### src/rtl/multicycle_controller_pkg.sv
// Shared encodings for the multicycle datapath: opcodes, FSM states,
// ALU/PC mux selects and the per-state control word.
package multicycle_controller_pkg;

    localparam logic [3:0] OP_ADD  = 4'b0000;
    localparam logic [3:0] OP_SUB  = 4'b0010;
    localparam logic [3:0] OP_LW   = 4'b0100;
    localparam logic [3:0] OP_SW   = 4'b0101;
    localparam logic [3:0] OP_BEQ  = 4'b0110;
    localparam logic [3:0] OP_ADDI = 4'b0111;
    localparam logic [3:0] OP_J    = 4'b1000;
    localparam logic [3:0] OP_HALT = 4'b1111;

    localparam logic [1:0] ALUOP_ADD   = 2'b00;
    localparam logic [1:0] ALUOP_FUNCT = 2'b10;

    localparam logic [1:0] SRCB_REGB    = 2'b00;
    localparam logic [1:0] SRCB_FOUR    = 2'b01;
    localparam logic [1:0] SRCB_IMM     = 2'b10;
    localparam logic [1:0] SRCB_IMM_SH2 = 2'b11;

    localparam logic [1:0] PCSRC_ALU    = 2'b00;
    localparam logic [1:0] PCSRC_ALUOUT = 2'b01;
    localparam logic [1:0] PCSRC_JUMP   = 2'b10;

    typedef enum logic [3:0] {
        ST_IDLE   = 4'd0,
        ST_FETCH  = 4'd1,
        ST_DECODE = 4'd2,
        ST_MEMADR = 4'd3,
        ST_MEMRD  = 4'd4,
        ST_MEMWB  = 4'd5,
        ST_MEMWR  = 4'd6,
        ST_EXEC   = 4'd7,
        ST_ALUWB  = 4'd8,
        ST_ADDIEX = 4'd9,
        ST_ADDIWB = 4'd10,
        ST_BRANCH = 4'd11,
        ST_JUMP   = 4'd12,
        ST_HALT   = 4'd13
    } state_t;

    typedef struct packed {
        logic       iord;
        logic       memwrite;
        logic       irwrite;
        logic       regwrite;
        logic       regdst;
        logic       memtoreg;
        logic       alusrca;
        logic [1:0] alusrcb;
        logic [1:0] aluop;
        logic [1:0] pcsrc;
        logic       pcwrite;
        logic       branch;
        logic       halted;
        logic       in_decode;
    } ctrl_t;

    // Control word asserted while the FSM sits in a given state.
    function automatic ctrl_t ctrl_of(input state_t st);
        ctrl_t c;
        c = '0;
        case (st)
            ST_FETCH: begin
                c.irwrite = 1'b1;
                c.alusrcb = SRCB_FOUR;
                c.aluop   = ALUOP_ADD;
                c.pcsrc   = PCSRC_ALU;
                c.pcwrite = 1'b1;
            end
            ST_DECODE: begin
                c.alusrcb   = SRCB_IMM_SH2;
                c.aluop     = ALUOP_ADD;
                c.in_decode = 1'b1;
            end
            ST_MEMADR, ST_ADDIEX: begin
                c.alusrca = 1'b1;
                c.alusrcb = SRCB_IMM;
                c.aluop   = ALUOP_ADD;
            end
            ST_MEMRD: c.iord = 1'b1;
            ST_MEMWB: begin
                c.regwrite = 1'b1;
                c.memtoreg = 1'b1;
            end
            ST_MEMWR: begin
                c.iord     = 1'b1;
                c.memwrite = 1'b1;
            end
            ST_EXEC: begin
                c.alusrca = 1'b1;
                c.alusrcb = SRCB_REGB;
                c.aluop   = ALUOP_FUNCT;
            end
            ST_ALUWB: begin
                c.regwrite = 1'b1;
                c.regdst   = 1'b1;
            end
            ST_ADDIWB: c.regwrite = 1'b1;
            ST_BRANCH: begin
                c.pcsrc  = PCSRC_ALUOUT;
                c.branch = 1'b1;
            end
            ST_JUMP: begin
                c.pcsrc   = PCSRC_JUMP;
                c.pcwrite = 1'b1;
            end
            ST_HALT: c.halted = 1'b1;
            default: c = '0;
        endcase
        return c;
    endfunction

    // True for every opcode the controller knows how to sequence.
    function automatic logic op_legal(input logic [3:0] op);
        logic ok;
        case (op)
            OP_ADD, OP_SUB, OP_LW, OP_SW, OP_BEQ, OP_ADDI, OP_J, OP_HALT: ok = 1'b1;
            default: ok = 1'b0;
        endcase
        return ok;
    endfunction

endpackage

### src/rtl/multicycle_controller.sv
// Main control FSM of the multicycle datapath. Moore machine whose control
// word is registered from the next state, so every enable is glitch-free and
// cleared directly by the asynchronous reset. Only pcen (branch qualified by
// eq) and illegal (opcode check in DECODE) carry a combinational term.
module multicycle_controller
    import multicycle_controller_pkg::*;
#(
    parameter int CNT_W = 16
) (
    input  logic             clk,
    input  logic             rst_n,
    input  logic [3:0]       op,
    input  logic             eq,
    output logic             iord,
    output logic             memwrite,
    output logic             irwrite,
    output logic             regwrite,
    output logic             regdst,
    output logic             memtoreg,
    output logic             alusrca,
    output logic [1:0]       alusrcb,
    output logic [1:0]       aluop,
    output logic [1:0]       pcsrc,
    output logic             pcen,
    output logic             illegal,
    output logic             halted,
    output logic [CNT_W-1:0] instr_count
);

    state_t           state_r;
    state_t           state_n_s;
    ctrl_t            ctrl_r;
    logic [CNT_W-1:0] count_r;
    logic             retire_s;

    // Next-state selection; op is only looked at in DECODE and MEMADR.
    always_comb begin
        state_n_s = state_r;
        case (state_r)
            ST_IDLE:   state_n_s = ST_FETCH;
            ST_FETCH:  state_n_s = ST_DECODE;
            ST_DECODE: begin
                case (op)
                    OP_LW, OP_SW:   state_n_s = ST_MEMADR;
                    OP_ADD, OP_SUB: state_n_s = ST_EXEC;
                    OP_ADDI:        state_n_s = ST_ADDIEX;
                    OP_BEQ:         state_n_s = ST_BRANCH;
                    OP_J:           state_n_s = ST_JUMP;
                    OP_HALT:        state_n_s = ST_HALT;
                    default:        state_n_s = ST_FETCH;
                endcase
            end
            ST_MEMADR: begin
                if (op == OP_SW) begin
                    state_n_s = ST_MEMWR;
                end else begin
                    state_n_s = ST_MEMRD;
                end
            end
            ST_MEMRD:  state_n_s = ST_MEMWB;
            ST_EXEC:   state_n_s = ST_ALUWB;
            ST_ADDIEX: state_n_s = ST_ADDIWB;
            ST_MEMWB, ST_MEMWR, ST_ALUWB, ST_ADDIWB, ST_BRANCH, ST_JUMP:
                       state_n_s = ST_FETCH;
            ST_HALT:   state_n_s = ST_HALT;
            default:   state_n_s = ST_IDLE;
        endcase
    end

    // An instruction retires on the edge that leaves its last state for FETCH.
    always_comb begin
        retire_s = 1'b0;
        case (state_r)
            ST_MEMWB, ST_MEMWR, ST_ALUWB, ST_ADDIWB, ST_BRANCH, ST_JUMP: retire_s = 1'b1;
            default: retire_s = 1'b0;
        endcase
    end

    // State register plus control word decoded ahead from the next state.
    always_ff @(posedge clk or negedge rst_n) begin
        if (!rst_n) begin
            state_r <= ST_IDLE;
            ctrl_r  <= '0;
        end else begin
            state_r <= state_n_s;
            ctrl_r  <= ctrl_of(state_n_s);
        end
    end

    // Retired-instruction counter, wraps naturally at 2^CNT_W.
    always_ff @(posedge clk or negedge rst_n) begin
        if (!rst_n) begin
            count_r <= '0;
        end else if (retire_s) begin
            count_r <= count_r + {{(CNT_W-1){1'b0}}, 1'b1};
        end else begin
            count_r <= count_r;
        end
    end

    assign iord        = ctrl_r.iord;
    assign memwrite    = ctrl_r.memwrite;
    assign irwrite     = ctrl_r.irwrite;
    assign regwrite    = ctrl_r.regwrite;
    assign regdst      = ctrl_r.regdst;
    assign memtoreg    = ctrl_r.memtoreg;
    assign alusrca     = ctrl_r.alusrca;
    assign alusrcb     = ctrl_r.alusrcb;
    assign aluop       = ctrl_r.aluop;
    assign pcsrc       = ctrl_r.pcsrc;
    assign pcen        = ctrl_r.pcwrite | (ctrl_r.branch & eq);
    assign illegal     = ctrl_r.in_decode & ~op_legal(op);
    assign halted      = ctrl_r.halted;
    assign instr_count = count_r;

endmodule

### config.mk
export PLATFORM = sky130hd
export DESIGN_NAME = multicycle_controller
export DESIGN_NICKNAME = d
export VERILOG_FILES = /design/src/rtl/multicycle_controller_pkg.sv /design/src/rtl/multicycle_controller.sv
export SDC_FILE = /design/constraint.sdc
export NUM_CORES = 1
export LEC_CHECK = 0
export BUFFER_PORTS_ARGS = -buffer_cell sky130_fd_sc_hd__buf_2
export CAP_MARGIN = 5
export CORE_MARGIN = 2
export CORE_UTILIZATION = 51
export CTS_CLUSTER_SIZE = 28
export DETAILED_ROUTE_END_ITERATION = 6
export PLACE_DENSITY = 0.78
export SLEW_MARGIN = 20
export SYNTH_ARGS = -nofsm -noshare
export SYNTH_HDL_FRONTEND = slang
export SYNTH_SLANG_ARGS = --single-unit
### constraint.sdc
create_clock -name clk -period 5.3 [get_ports clk]
set_clock_uncertainty 0.15 [all_clocks]
set_input_delay 1.06 -clock clk [delete_from_list [all_inputs] [get_ports clk]]
set_output_delay 1.06 -clock clk [all_outputs]
set_load 0.01 [all_outputs]
==> reports/metrics.cfg, run 1 <==
[power]
peakVddDrop_v=0.000209
swShare_pct=40.3
p_leak_nw=0.982
cellPowerDensity_nw_per_um2=477
cell_internal_pwr_mw=0.577
switchingPower_mw=0.389
p_seq_share_pct=45.0
power.share.clock_pct=16.8
p_comb_share_pct=38.2

[sta]
totalNegativeSetupSlack_ps=0
min_period_over_period_pct=57.0
whs_ps=332
fmax_mhz=331
tightest_slew_ps=724
fin_crit_ps=3020
finalHoldViolations=0
slew_violations=0
slew_headroom_pct=51.8
setup_viol_count_final=0
rsz0062_at_grt=false

[synth]
synth-seq-cells=35
synthFlopType=dfrtp_1
async_flop_share_pct=100
synth_edf_count=0
synth_area_leaders=dfrtp_1, xnor2_1, buf_4
synth_top_cell_by_area=dfrtp_1
synthCells=184
yosys_warnings=0
synth.avg_cell_area_um2=9.94
syn_nets=192
ys_types=49
yosys.area.top_type_share_pct=47.9
syn_area_um2=1830
seq_area_frac_synth_pct=47.9

[place]
port_buffers=37
post_dp_cell_area_um2=1950
dp_hpwl_um=2430
place_congestion=0.819
dp.cells=249

[grt]
grt_pass1_vias=1223
grt_pass1_wl_um=5410
grt_max_degree=36
grt-ovfl-total=0
grt_util_all_layers_pct=17.4
antenna_found_initial=0

[die]
pin_count=39
core.rowCount=21
core-area_um2=3390
die_area_um2=4080
die_height_um=63.9
die_x_um=63.9
initial_core_util_pct=54.0

[clock_network]
h-tree-depth=2
post-cts-setup-buffer-count=0
cts_tree=done
path_clk_slew_ps=100
numClockSinks=35
post_cts_resized=0
ctsHoldBuffers=0
root_buffer=clkbuf_4
clockBufferDepth=2
clkLatencyLatePin_ps=340
numCtsBuffers=5

[worst_setup_path]
rr_worst_depth=5
startpoint_type=primary input
cp_data_required_time_ps=4090
slowest_delay_ps=210
crit_chain=buf_2 > a21boi_0 > o21ai_0 > a21oi_1 > buf_2
path_max_fanout=12
cp_slowest_cell=buf_2
r2r_slack_ps=3260
endpoint_kind=primary output
cpMostUsedCell=buf_2
worstPathArrival_ps=1810
crit_type=primary input to primary output

[layout]
num_antenna_cells=0
mostFrequentLayoutCell=buf_2
syn_to_final_growth_pct=10.7
drive_gt1_share_pct=26.1
stdcell_count=257
fin_area_um2=2020
final_cell_mix=buf_2, dfrtp_1, nand2_1
nets=218

[detailed_routing]
wl_met1_um=1410
wl_per_cell_um=12.8
top_layer_used=met4
route.detailed.drc=0
ant_nets=0
initialDrtViolationCount=94
dr.pass1.iters=4
vias=1372
met3_length_um=128
wl_met2_um=1680
viasPerCell=5.34
wirelength_um=3280

[min_path]
hold_depth=1
min_path_type=register to register

[outcome]
run_status=complete, no violations

[run]
drv_cap=0

==> final timing paths <==
path / from / endpoint
max: op[3] / illegal
min: instr_count[15] / instr_count[15]
max reg2reg: state_r[1] / instr_count[12]
min reg2reg: instr_count[15] / instr_count[15]
max in group asynchronous: rst_n / instr_count[11]
min in group asynchronous: rst_n / alusrcb[1]
==> cell type report <==
cell class	instances	area, um^2
clock buffers	7	65.1
clock inverters	1	7.51
fillers	298	1370
inverters	8	30.0
multi-input cells	123	803
flip-flops and latches	35	876
well taps	46	57.6
repair buffers	37	185
==> logic make-up (layout without fill, tap and decap cells) <==
family	after synthesis	count (layout)	share of synthesized area, %
AOI/OAI and AO/OA	38	38	14.7
xor gates and xnor gates	16	16	7.66
adders and majority gates	1	1	0.684
buffers and inverters	26	53	8.21
DFF	35	35	47.9
muxes	1	1	0.547
other	1	1	0.205
and+or+nand+nor	66	66	20.1
==> synthesized netlist by cell type (3+ instances only) <==
cell type	n
a21oi_1	8
a31oi_1	4
and2_1	3
buf_2	5
buf_4	8
dfrtp_1	35
inv_1	8
nand2_1	15
nand3_1	8
nand3b_1	3
nand4_1	5
nor2_1	12
nor2b_1	4
nor3_1	3
o21ai_0	10
xnor2_1	11
xor2_1	5
==> sequential cells by signal, indices dropped and copies added (netlist names) <==
name,cells
aluop,1
alusrca,1
alusrcb,2
ctrl_r,3
halted,1
instr_count,16
iord,1
irwrite,1
memtoreg,1
memwrite,1
pcsrc,1
regdst,1
regwrite,1
state_r,4
==> per-layer routing <==
layer  track usage (%)  up-vias
li1                  -      683
met1              20.9      654
met2              29.2       29
met3              4.23        6
met4              8.15        0
met5                 0        -
==> stage by stage <==
step | util, % | worst slack, ps | power (mW)
final | 59.7 | 2280 | 0.966
after global routing | 59.7 | 2210 | 1.04
after CTS | 59.7 | 2280 | 0.975
after detailed placement | 57.6 | 2280 | 0.810
after global placement | 57.6 | 2320 | 0.802
after floorplan | - | 2410 | 0.732
==> power groups by stage <==
stage,sequential (mW),combinational (mW),clock (mW)
6_report,0.434,0.369,0.163
5_1_grt,0.447,0.411,0.182
4_1_cts,0.434,0.372,0.169
3_5_place_dp,0.439,0.371,0
3_3_place_gp,0.437,0.364,0
2_1_floorplan,0.392,0.340,0
==> critical path, delay by kind of cell <==
kind	cells	cell delay (ps)
compound gates	3	390
buf+inv	2	350
Power figures use the tool's default switching activity.
==> run 2, diff against run 1 <==
clock period = 3.1 ns   (was 5.3 ns; I/O delays follow)
==> reports/metrics.cfg, run 2 (same netlist as run 1, synthesis figures left out) <==
[sta]
finalHoldViolations=0  ; unchanged
totalNegativeSetupSlack_ps=0  ; unchanged
setup_viol_count_final=0  ; unchanged
slew_headroom_pct=50.5  ; -1.3 points
fin_crit_ps=2130
fmax_mhz=470
slew_violations=0  ; unchanged
whs_ps=205  ; -127 ps
rsz0062_at_grt=false
min_period_over_period_pct=68.6
tightest_slew_ps=742  ; +18.8 ps

[clock_network]
post_cts_resized=0  ; unchanged
numCtsBuffers=5  ; unchanged
root_buffer=clkbuf_4
clkLatencyLatePin_ps=320  ; -20 ps
numClockSinks=35  ; unchanged
clockBufferDepth=2  ; unchanged
ctsHoldBuffers=0  ; unchanged
post-cts-setup-buffer-count=0  ; unchanged
path_clk_slew_ps=80  ; -20 ps
cts_tree=done
h-tree-depth=2  ; unchanged

[worst_setup_path]
crit_type=primary input to primary output
worstPathArrival_ps=1360  ; -450 ps
endpoint_kind=primary output
cpMostUsedCell=buf_2
cp_data_required_time_ps=2330  ; -1760 ps
slowest_delay_ps=210  ; about the same
critPathTopFamily=compound AO/OA/AOI/OAI gates
cp_slowest_cell=buf_2
rr_worst_depth=5  ; unchanged
startpoint_type=primary input
crit_chain=buf_2 > a21boi_0 > o21ai_0 > a21oi_1 > buf_2
worstSetupPathDepth=5  ; unchanged
path_max_fanout=12  ; unchanged
timing.critical_path.buf_inv=2  ; unchanged

[layout]
largest_reg_flops=16  ; unchanged
num_antenna_cells=0  ; unchanged
fin_area_um2=1990  ; -1.5%
syn_to_final_growth_pct=8.96
drive_gt1_share_pct=24.9  ; -1.2 points
fill_cells=304  ; +2.0%
final_cell_mix=buf_2, dfrtp_1, nand2_1
regArea_um2=876  ; unchanged
mostFrequentLayoutCell=buf_2
nets=218  ; unchanged
finish.utilization_pct=58.8  ; -0.92 points
multi_input_area_um2=803  ; unchanged

[detailed_routing]
route.detailed.drc=0  ; unchanged
wirelength_um=3160  ; -3.6%
ant_nets=0  ; unchanged
initialDrtViolationCount=70  ; -26%
dr.pass1.iters=4  ; unchanged
wl_per_cell_um=12.4  ; -2.8%
viasPerCell=5.47  ; +2.4%
vias=1394  ; +1.6%

[grt]
grt_pass1_vias=1247  ; +2.0%
grt-ovfl-total=0  ; unchanged
antenna_found_initial=0  ; unchanged
grt_pass1_wl_um=5750  ; +6.4%
grt_max_degree=36  ; unchanged
grt_util_all_layers_pct=18.1  ; +0.76 points

[place]
place_congestion=0.821  ; +0.24%
port_buffers=37  ; unchanged
post_dp_cell_area_um2=1950  ; unchanged
dp_hpwl_um=2330  ; -4.2%

[power]
cellPowerDensity_nw_per_um2=792  ; +66%
peakVddDrop_v=0.000347  ; +66%
p_leak_nw=0.968  ; -1.4%
total_power_mw=1.58  ; +64%

[die]
pin_count=39  ; unchanged
core-area_um2=3390  ; unchanged
core.rowCount=21  ; unchanged
initial_core_util_pct=54.0  ; unchanged
die_area_um2=4080  ; unchanged
die_x_um=63.9  ; unchanged
die_height_um=63.9  ; unchanged

[outcome]
run_status=complete, no violations

[run]
drv_cap=0  ; unchanged

[min_path]
min_path_type=primary input to async pin

[run 2: cell count changes in the layout (fill, tap and decap cells not counted)]
| cell | before | now |
|---|---|---|
| clkinvlp_4 | 1 | 0 |
| clkbuf_1 | 0 | 1 |
| clkbuf_8 | 2 | 0 |
[run 2: path summary, 6_finish.rpt]
kind	startpoint	slack [ps]	endpoint
setup / recovery	op[3]	970	illegal
setup reg to reg	state_r[1]	1030	instr_count[12]
min in group clk	instr_count[15]	320	instr_count[15]
max in group asynchronous	rst_n	2130	pcsrc[1]
hold / removal	rst_n	200	instr_count[7]
hold reg to reg	instr_count[15]	320	instr_count[15]
[run 2: layer usage]
| layer | vias up | part of all wire [%] | global-route usage, % |
|---|---|---|---|
| li1 | 686 | - | - |
| met4 | 0 | 1.1 | 7.88 |
| met5 | - | 0 | 0 |
| met3 | 4 | 4.9 | 4.40 |
| met2 | 37 | 50 | 27.7 |
| met1 | 667 | 44 | 24.4 |
[run 2: area by class of cell]
| type | instances | share of cell area, % |
|---|---|---|
| flip-flops and latches | 35 | 43.9 |
| multi-input cells | 123 | 40.3 |
| repair buffers | 37 | 9.29 |
| well taps | 46 | 2.89 |
| clock buffers | 6 | 2.07 |
| inverters | 8 | 1.51 |
[run 2: power by group]
| part | switching (mW) | leakage [nW] | internal (mW) |
|---|---|---|---|
| Sequential | 0.172 | 0.463 | 0.566 |
| Combinational | 0.345 | 0.481 | 0.288 |
| Clock | 0.128 | 0.0242 | 0.0805 |
| Total | 0.645 | 0.968 | 0.934 |
[run 2: per-stage QoR]
step | cells | setup slack, ps
4_1_cts | 255 | 974
5_1_grt | 255 | 809
3_5_place_dp | 249 | 983
6_report | 255 | 972
2_1_floorplan | 184 | 1090
3_3_place_gp | 249 | 1010
